<file path="src/rtl/mem_port_sequencer_if.sv">
// mem_port_sequencer_if: fetch/memory-stage request bus plus the shared
// single-port memory interface; slave is the sequencer, master the outside.
interface mem_port_sequencer_if #(
   parameter int ADDR_W = 12,
   parameter int DATA_W = 16
);
   logic                i_if_req_unused_guard;
   logic                if_req;
   logic [15:0]         if_addr;
   logic                if_gnt;
   logic                if_valid;
   logic [DATA_W-1:0]   if_rdata;
   logic                ms_req;
   logic                ms_we;
   logic                ms_dbl;
   logic [15:0]         ms_addr;
   logic [2*DATA_W-1:0] ms_wdata;
   logic [2*DATA_W-1:0] ms_rdata;
   logic                ms_done;
   logic                stall_ms;
   logic                mem_en;
   logic                mem_we;
   logic [ADDR_W-1:0]   mem_addr;
   logic [DATA_W-1:0]   mem_wdata;
   logic [DATA_W-1:0]   mem_rdata;
   logic                addr_err;

   modport slave (
      input  if_req, if_addr, ms_req, ms_we, ms_dbl, ms_addr, ms_wdata,
      input  mem_rdata,
      output if_gnt, if_valid, if_rdata, ms_rdata, ms_done, stall_ms,
      output mem_en, mem_we, mem_addr, mem_wdata, addr_err
   );

   modport master (
      output if_req, if_addr, ms_req, ms_we, ms_dbl, ms_addr, ms_wdata,
      output mem_rdata,
      input  if_gnt, if_valid, if_rdata, ms_rdata, ms_done, stall_ms,
      input  mem_en, mem_we, mem_addr, mem_wdata, addr_err
   );
endinterface

</file>
<file path="src/rtl/mem_port_sequencer.sv">
// mem_port_sequencer: memory-stage-first arbiter for the shared data port,
// splitting 32-bit ops into two words. MEM_PORT_BOUNDS_EN adds range checks.
module mem_port_sequencer #(
   parameter int ADDR_W = 12,
   parameter int DATA_W = 16
) (
   input logic                 clk,
   input logic                 rst,
   mem_port_sequencer_if.slave bus
);
`ifdef MEM_PORT_BOUNDS_EN
   localparam int CW = 17;
`else
   localparam int CW = ADDR_W;
`endif

   typedef enum logic [1:0] {IDLE, MS_HI, MS_FIN} state_t;

   state_t            r_state;
   state_t            w_next;
   logic              r_we;
   logic              r_dbl;
   logic [CW-1:0]     r_addr;
   logic [DATA_W-1:0] r_wdata_hi;
   logic [2*DATA_W-1:0] r_rdata;
   logic              r_done;
   logic              r_if_valid;
   logic              r_if_zero;
   logic              r_ms_zero;

   logic              w_issue;
   logic              w_we;
   logic              w_gnt;
   logic              w_accept;
   logic              w_oob;
   logic              w_en;
   logic [CW-1:0]     w_addr;
   logic [DATA_W-1:0] w_wdata;
   logic [DATA_W-1:0] w_rword;

`ifdef MEM_PORT_BOUNDS_EN
   logic r_err;
   assign w_oob        = |w_addr[CW-1:ADDR_W];
   assign bus.addr_err = r_err;

   always_ff @(posedge clk or posedge rst) begin
      if (rst)
         r_err <= 1'b0;
      else if (w_issue && w_oob)
         r_err <= 1'b1;
   end
`else
   assign w_oob        = 1'b0;
   assign bus.addr_err = 1'b0;
`endif

   always_comb begin
      w_next   = r_state;
      w_issue  = 1'b0;
      w_we     = 1'b0;
      w_gnt    = 1'b0;
      w_accept = 1'b0;
      w_addr   = '0;
      w_wdata  = '0;
      unique case (r_state)
         IDLE: begin
            if (bus.ms_req) begin
               w_accept = 1'b1;
               w_issue  = 1'b1;
               w_we     = bus.ms_we;
               w_addr   = CW'(bus.ms_addr);
               w_wdata  = bus.ms_wdata[DATA_W-1:0];
               w_next   = bus.ms_dbl ? MS_HI : MS_FIN;
            end else if (bus.if_req) begin
               w_gnt   = 1'b1;
               w_issue = 1'b1;
               w_addr  = CW'(bus.if_addr);
            end
         end
         MS_HI: begin
            w_issue = 1'b1;
            w_we    = r_we;
            w_addr  = r_addr + CW'(1);
            w_wdata = r_wdata_hi;
            w_next  = MS_FIN;
         end
         MS_FIN: begin
            // port is free while the stage consumes ms_done
            w_next = IDLE;
            if (bus.if_req) begin
               w_gnt   = 1'b1;
               w_issue = 1'b1;
               w_addr  = CW'(bus.if_addr);
            end
         end
         default: w_next = IDLE;
      endcase
   end

   assign w_en          = w_issue & ~w_oob & ~rst;
   assign w_rword       = r_ms_zero ? '0 : bus.mem_rdata;
   assign bus.mem_en    = w_en;
   assign bus.mem_we    = w_en & w_we;
   assign bus.mem_addr  = w_addr[ADDR_W-1:0];
   assign bus.mem_wdata = w_wdata;
   assign bus.if_gnt    = w_gnt & ~rst;
   assign bus.if_valid  = r_if_valid;
   assign bus.if_rdata  = (r_if_valid && !r_if_zero) ? bus.mem_rdata : '0;
   assign bus.ms_rdata  = r_rdata;
   assign bus.ms_done   = r_done;
   assign bus.stall_ms  = bus.ms_req & ~r_done & ~rst;

   always_ff @(posedge clk or posedge rst) begin
      if (rst) begin
         r_state    <= IDLE;
         r_we       <= 1'b0;
         r_dbl      <= 1'b0;
         r_addr     <= '0;
         r_wdata_hi <= '0;
         r_rdata    <= '0;
         r_done     <= 1'b0;
         r_if_valid <= 1'b0;
         r_if_zero  <= 1'b0;
         r_ms_zero  <= 1'b0;
      end else begin
         r_state    <= w_next;
         r_done     <= (w_next == MS_FIN);
         r_if_valid <= w_gnt;
         r_if_zero  <= w_gnt & w_oob;
         if (w_accept) begin
            r_we       <= bus.ms_we;
            r_dbl      <= bus.ms_dbl;
            r_addr     <= CW'(bus.ms_addr);
            r_wdata_hi <= bus.ms_wdata[2*DATA_W-1:DATA_W];
         end
         if (w_issue && !w_gnt)
            r_ms_zero <= w_oob;
         if (!r_we && r_state == MS_HI)
            r_rdata[DATA_W-1:0] <= w_rword;
         if (!r_we && r_state == MS_FIN) begin
            if (r_dbl)
               r_rdata[2*DATA_W-1:DATA_W] <= w_rword;
            else
               r_rdata <= {{DATA_W{1'b0}}, w_rword};
         end
      end
   end
endmodule

</file>
<file path="src/flat_wrapper.sv">
// flat-port wrapper written by rule: the top's interface ports become plain ports
module mem_port_sequencer_flat 
#(
   parameter int ADDR_W = 12,
   parameter int DATA_W = 16
)
  (clk, rst, bus_if_req, bus_if_addr, bus_ms_req, bus_ms_we, bus_ms_dbl, bus_ms_addr, bus_ms_wdata, bus_mem_rdata, bus_if_gnt, bus_if_valid, bus_if_rdata, bus_ms_rdata, bus_ms_done, bus_stall_ms, bus_mem_en, bus_mem_we, bus_mem_addr, bus_mem_wdata, bus_addr_err);
  mem_port_sequencer_if #(.ADDR_W(ADDR_W), .DATA_W(DATA_W)) bus_i ();
  input logic clk;
  input logic rst;
  input wire logic [$bits(bus_i.if_req)-1:0] bus_if_req;
  input wire logic [$bits(bus_i.if_addr)-1:0] bus_if_addr;
  input wire logic [$bits(bus_i.ms_req)-1:0] bus_ms_req;
  input wire logic [$bits(bus_i.ms_we)-1:0] bus_ms_we;
  input wire logic [$bits(bus_i.ms_dbl)-1:0] bus_ms_dbl;
  input wire logic [$bits(bus_i.ms_addr)-1:0] bus_ms_addr;
  input wire logic [$bits(bus_i.ms_wdata)-1:0] bus_ms_wdata;
  input wire logic [$bits(bus_i.mem_rdata)-1:0] bus_mem_rdata;
  output wire logic [$bits(bus_i.if_gnt)-1:0] bus_if_gnt;
  output wire logic [$bits(bus_i.if_valid)-1:0] bus_if_valid;
  output wire logic [$bits(bus_i.if_rdata)-1:0] bus_if_rdata;
  output wire logic [$bits(bus_i.ms_rdata)-1:0] bus_ms_rdata;
  output wire logic [$bits(bus_i.ms_done)-1:0] bus_ms_done;
  output wire logic [$bits(bus_i.stall_ms)-1:0] bus_stall_ms;
  output wire logic [$bits(bus_i.mem_en)-1:0] bus_mem_en;
  output wire logic [$bits(bus_i.mem_we)-1:0] bus_mem_we;
  output wire logic [$bits(bus_i.mem_addr)-1:0] bus_mem_addr;
  output wire logic [$bits(bus_i.mem_wdata)-1:0] bus_mem_wdata;
  output wire logic [$bits(bus_i.addr_err)-1:0] bus_addr_err;
  assign bus_i.if_req = bus_if_req;
  assign bus_i.if_addr = bus_if_addr;
  assign bus_i.ms_req = bus_ms_req;
  assign bus_i.ms_we = bus_ms_we;
  assign bus_i.ms_dbl = bus_ms_dbl;
  assign bus_i.ms_addr = bus_ms_addr;
  assign bus_i.ms_wdata = bus_ms_wdata;
  assign bus_i.mem_rdata = bus_mem_rdata;
  assign bus_if_gnt = bus_i.if_gnt;
  assign bus_if_valid = bus_i.if_valid;
  assign bus_if_rdata = bus_i.if_rdata;
  assign bus_ms_rdata = bus_i.ms_rdata;
  assign bus_ms_done = bus_i.ms_done;
  assign bus_stall_ms = bus_i.stall_ms;
  assign bus_mem_en = bus_i.mem_en;
  assign bus_mem_we = bus_i.mem_we;
  assign bus_mem_addr = bus_i.mem_addr;
  assign bus_mem_wdata = bus_i.mem_wdata;
  assign bus_addr_err = bus_i.addr_err;
  mem_port_sequencer #(.ADDR_W(ADDR_W), .DATA_W(DATA_W)) u_core (.clk(clk), .rst(rst), .bus(bus_i));
endmodule
</file>
<file path="config.mk">
export PLATFORM = sky130hd
export DESIGN_NAME = mem_port_sequencer_flat
export DESIGN_NICKNAME = d
export VERILOG_FILES = /design/src/rtl/mem_port_sequencer_if.sv /design/src/rtl/mem_port_sequencer.sv /design/src/flat_wrapper.sv
export SDC_FILE = /design/constraint.sdc
export NUM_CORES = 1
export LEC_CHECK = 0
export ABC_AREA = 1
export CORE_UTILIZATION = 40
export CTS_CLUSTER_SIZE = 30
export DETAILED_ROUTE_END_ITERATION = 16
export PLACE_DENSITY_LB_ADDON = 0.15
export SLEW_MARGIN = 20
export SYNTH_ARGS = -nofsm -noshare
export SYNTH_HDL_FRONTEND = slang
export SYNTH_SLANG_ARGS = --single-unit
</file>
<file path="constraint.sdc">
create_clock -name clk -period 5.4 [get_ports clk]
set_input_delay 1.62 -clock clk [delete_from_list [all_inputs] [get_ports clk]]
set_output_delay 1.62 -clock clk [all_outputs]
set_load 0.05 [all_outputs]
</file>
# Yosys cells after proc, flatten, opt, wreduce, memory -nomap -nowiden
# Index checks and enable logic that the tools add are counted.
word_totals:
  register_bits: 66
  in_bits: 86
  out_inout_bits: 83
  elab_cells: 46
op_classes:
  n_addsub: 1
  eq_ne: 3
  n_mux: 22
  n_bitwise: 7
  reduce_logical: 4
ops:
  columns: ["operator", "n"]
  rows:
  - ["two-way mux 16 bit", 6]
  - ["one-hot mux 12 bit (3 select lines)", 1]
  - ["one-hot mux 16 bit (2 select lines)", 1]
  - ["two-way mux 12 bit", 2]
  - ["adder 12 x 1 -> 12 bit, second input constant", 1]
  - ["two-way mux 1 bit", 6]
  - ["AND 1 bit", 5]
  - ["== test 2 bit, second input constant", 2]
  - ["two-way mux 2 bit", 2]
  - ["one-hot mux 1 bit (2 select lines)", 2]
  - ["one-hot mux 2 bit (2 select lines)", 1]
  - ["one-hot mux 1 bit (3 select lines)", 1]
  - ["== test 2 x 1 -> 1 bit, second input constant", 1]
  - ["logical AND 1 bit", 2]
  - ["logical NOT 2 bit", 1]
  - ["inverter 1 bit", 2]
  - ["logical NOT 1 bit", 1]

# Depth between registers and ports, before layout
# Gate-level depths: netlist of run 1.
logic_depth:
  depth_word: 5
  ltp_mapped: 9
  ltp_nobuf: 8

# Least setup slack after synthesis of run 1
# OpenSTA, ideal clock, no wires.
synth_timing:
  path_kind: "input to output"
  start: "in rst"
  end: "out bus_mem_we"
  arrival_ns: 4.207
  t_required_ns: 3.780
  slack_ns: -0.427
  path_stages: 3
  path_buffers: 0
  cell_sequence: "inv_1 -> o21ai_0 -> a21oi_1"
synth_between:
  elab_chain_len: 3
synth_rtl:
  columns: ["item", "line", "source"]
  rows:
  - ["from (decl)", "flat_wrapper.sv:10", "input logic rst;"]
  - ["inverter 1 bit", "mem_port_sequencer.sv:100", "assign w_en = w_issue & ~w_oob & ~rst;"]
  - ["AND 1 bit", "mem_port_sequencer.sv:100", null]
  - ["AND 1 bit", "mem_port_sequencer.sv:103", "assign bus.mem_we = w_en & w_we;"]
  - ["to (decl)", "flat_wrapper.sv:26", "output wire logic [$bits(bus_i.mem_we)-1:0] bus_mem_we;"]
# Every way passes these cells.

# Worst setup path in the final report of run 1
layout_timing:
  start: "in bus_ms_req"
  end: "out bus_stall_ms"
layout_between:
  elab_chain_len: 2
layout_rtl:
  columns: ["item", "line", "source"]
  rows:
  - ["from (decl)", "flat_wrapper.sv:13", "input wire logic [$bits(bus_i.ms_req)-1:0] bus_ms_req;"]
  - ["AND 1 bit (2 in series)", "mem_port_sequencer.sv:111", "assign bus.stall_ms = bus.ms_req & ~r_done & ~rst;"]
  - ["to (decl)", "flat_wrapper.sv:24", "output wire logic [$bits(bus_i.stall_ms)-1:0] bus_stall_ms;"]
# Every way passes these cells.

==> run_results.csv, run 1 <==
group,metric,value,unit
clock_network,htreeDepth,3,
worst_setup_path,slowest_delay,0.83,ns
global_routing,grt_max_degree,67,
yosys,ys.flop_type,"dfrtp_1",
min_path,hold_class,"reg -> reg",
cells_and_area,final_cells,707,
floorplanning,start_util,0.4100,
placement,numPortBuffers,159,
sta,worst_pin_slew,0.8483,ns
pwr,max-vdd-ir-drop,165.8,µV
clock_network,ctsRootBufferMaster,"clkbuf_8",
placement,gp_congestion,0.7715,
worst_setup_path,required,3.78,ns
yosys,synth_nets,532,
yosys,ys_top_cells_by_count,"158 x nand2_1, 66 x dfrtp_1, 51 x inv_1",
route,routedWlPerCell,13.28,µm
floorplanning,ios,169,
yosys,ys_warn_count,0,
yosys,synth_most_common_cell,"nand2_1",
clock_network,insertion_delay,0.34,ns
yosys,synth_top_area_frac,0.4927,
pwr,total_power,2301,µW
clock_network,cts_hold_buf,0,
clock_network,cts_resized,0,
cells_and_area,multi_input_comb_area,1396,µm²
yosys,syn_avg_cell_area,7.533,µm²
floorplanning,fp-row-count,33,
yosys,synth-edff-count,0,
global_routing,grt.overflow.total,0,
sta,rsz0062_at_grt,"false",
yosys,synthTopCellsByArea,"dfrtp_1 49%, nand2_1 18%, nand3_1 6.4%",
sta,maxSlewViolCount,0,
route,first_iter_violations,130,
floorplanning,dieHeight,93.54,µm
global_routing,antenna_found_initial,0,
sta,clock_skew,0.009773,ns
clock_network,cts_tree,"built",
floorplanning,core,8175,µm²
worst_setup_path,worstSetupStartpointType,"input pin",
route,routed_wl,9.391,mm
sta,maxSlewHeadroom,0.4345,
global_routing,grt_pass1_wl,15.39,mm
cells_and_area,fill_cells,717,
sta,hold_viol,0,
floorplanning,die_w,93.54,µm
pwr,p_per_area,422.6,nW/µm²
floorplanning,dieArea,8750,µm²
sta,setup_viol,0,
worst_setup_path,cp_cell_sequence,"clkdlybuf4s50_1 > clkinv_1 > nor3_1 > clkdlybuf4s50_1",
placement,place.detailed.hpwl,6.907,mm
yosys,async_flop_share,1.000,
yosys,yosysSeqAreaShare,0.4927,
cells_and_area,regArea,1652,µm²
sta,fin_crit_sh,0.9154,
worst_setup_path,crit_type,"in -> out",
worst_setup_path,crit_top_cell,"clkdlybuf4s50_1",
worst_setup_path,end_kind,"output port",
sta,fin_crit,4.943,ns
yosys,yosysTopAreaCell,"dfrtp_1",
placement,dp.cells,691,
yosys,synth_area,3352,µm²
clock_network,cts_buffer_depth,2,
cells_and_area,num_antenna_cells,0,
cells_and_area,final_layout_size_suffix_gt1_frac,0.1013,
global_routing,grt_pass1_vias,3322,
route,num_vias,3423,
flow_run,maxCapViolCount,0,
route,dr.pass1.iters,4,
clock_network,cts_sinks,66,
clock_network,postCtsSetupRepairBufs,0,
yosys,synth.distinct_cells,25,
yosys,ys_ff_latch,66,
worst_setup_path,slowest_stage,"clkdlybuf4s50_1",
route,ant_nets,0,
sta,fmax,0.2023,GHz
worst_setup_path,crit_fanout,9,
global_routing,track_usage,0.2245,
yosys,synthCells,445,
pwr,power_leakage,0.002647,µW
sta,totalNegativeSetupSlack,0,ns
clock_network,cts_buffers,9,
route,vias_per_cell,4.842,
route,drc,0,
clock_network,path_clk_slew,0.07,ns
worst_setup_path,cp.arrival,3.32,ns
cells_and_area,area_growth_syn_to_layout,62.41,%
cells_and_area,final_nets,684,
outcome,status,"finished, final reports clean",
kinds of logic (layout without fill, tap and decap cells):
group / count (synthesis) / count (layout) / synth area share
and+or+nand+nor: 221 / 221 / 0.2691
buffers and inverters: 79 / 236 / 0.09518
AOI/OAI and AO/OA: 77 / 77 / 0.1381
DFF: 66 / 66 / 0.4927
adders and majority gates: 1 / 1 / 0.003732
other: 1 / 1 / 0.001119
where the power goes:
part           leakage (µW)  total, µW  internal, µW  switching [µW]
Clock              0.000112        474           273             200
Sequential         0.000828        728           631            96.2
Combinational       0.00171       1100           393             707
Total               0.00265       2300          1300            1000
layer usage:
metal | vias up | global-route usage | part of all wire | routed length (µm)
met5 | - | 0 | 0 | 0
met4 | 0 | 0.06923 | 0.011 | 105
met3 | 9 | 0.05447 | 0.078 | 728
met2 | 119 | 0.3952 | 0.49 | 4636
met1 | 1573 | 0.2697 | 0.42 | 3921
li1 | 1722 | - | - | -
registers in the layout, indices dropped and copies added, names as in the netlist:
name / cells
u_core.r_wdata_hi: 16
u_core.bus.if_valid: 1
u_core.bus.ms_done: 1
u_core.r_state: 2
u_core.r_dbl: 1
u_core.bus.ms_rdata: 32
u_core.r_addr: 12
u_core.r_we: 1
final cells by class:
cell class	instances	share of cell area
clock buffers	10	0.02528
clock inverters	6	0.01655
inverters	57	0.03999
multi-input cells	300	0.2565
flip-flops and latches	66	0.3034
well taps	105	0.02413
repair buffers	163	0.3342
worst max-delay path, delay by kind of cell:
kind,cells,cell delay (ns)
simple gates,1,0.19
buf+inv,3,1.52
layout by cell type, fill, tap and decap left out, drive strengths merged:
| cell | count |
|---|---|
| o211ai | 6 |
| clkbuf | 10 |
| inv | 54 |
| o21ai | 52 |
| a21oi | 3 |
| o21bai | 1 |
| buf | 35 |
| dfrtp | 66 |
| clkinv | 5 |
| ha | 1 |
| clkdlybuf4s50 | 128 |
| bufinv | 2 |
| nand2 | 159 |
| and2 | 1 |
| nor2 | 16 |
| a22o | 15 |
| conb | 1 |
| nand3 | 43 |
| nor3 | 1 |
| clkinvlp | 2 |
| nand4 | 1 |
metrics by stage:
step	instance area, µm²	util	hold slack (ns)	worst slack, ns
final	5444	0.6659	0.4775	0.4568
after CTS	5436	0.6650	0.4784	0.4367
after detailed placement	5209	0.6371	0.4596	0.4385
after global placement	5209	0.6371	0.4557	0.4670
after floorplan	3356	-	0.4423	0.3772
after global routing	5444	0.6659	0.5019	0.3058
path summary, 6_finish.rpt:
check	slack, ns	from	end	cells past startpoint
setup / recovery	0.46	bus_ms_req	bus_stall_ms	4
hold / removal	0.48	u_core.r_wdata_hi[3]	u_core.r_wdata_hi[3]	2
setup reg to reg	3.25	u_core.r_state[0]	u_core.bus.ms_rdata[1]	6
hold reg to reg	0.48	u_core.r_wdata_hi[3]	u_core.r_wdata_hi[3]	2
max in group asynchronous	2.87	rst	u_core.r_wdata_hi[9]	3
min in group asynchronous	1.98	rst	u_core.bus.if_valid	3
No activity file was read; power rests on OpenSTA's default activity.
==> run 2: changes to the inputs <==
--- a/config.mk
+++ b/config.mk
@@ -10,6 +10,7 @@
 export CTS_CLUSTER_SIZE = 30
 export DETAILED_ROUTE_END_ITERATION = 16
 export PLACE_DENSITY_LB_ADDON = 0.15
+export SKIP_CTS_REPAIR_TIMING = 1
 export SLEW_MARGIN = 20
 export SYNTH_ARGS = -nofsm -noshare
 export SYNTH_HDL_FRONTEND = slang
==> results of run 2 <==
Same layout as run 1: the final DEF is identical, and so are final timing and power.
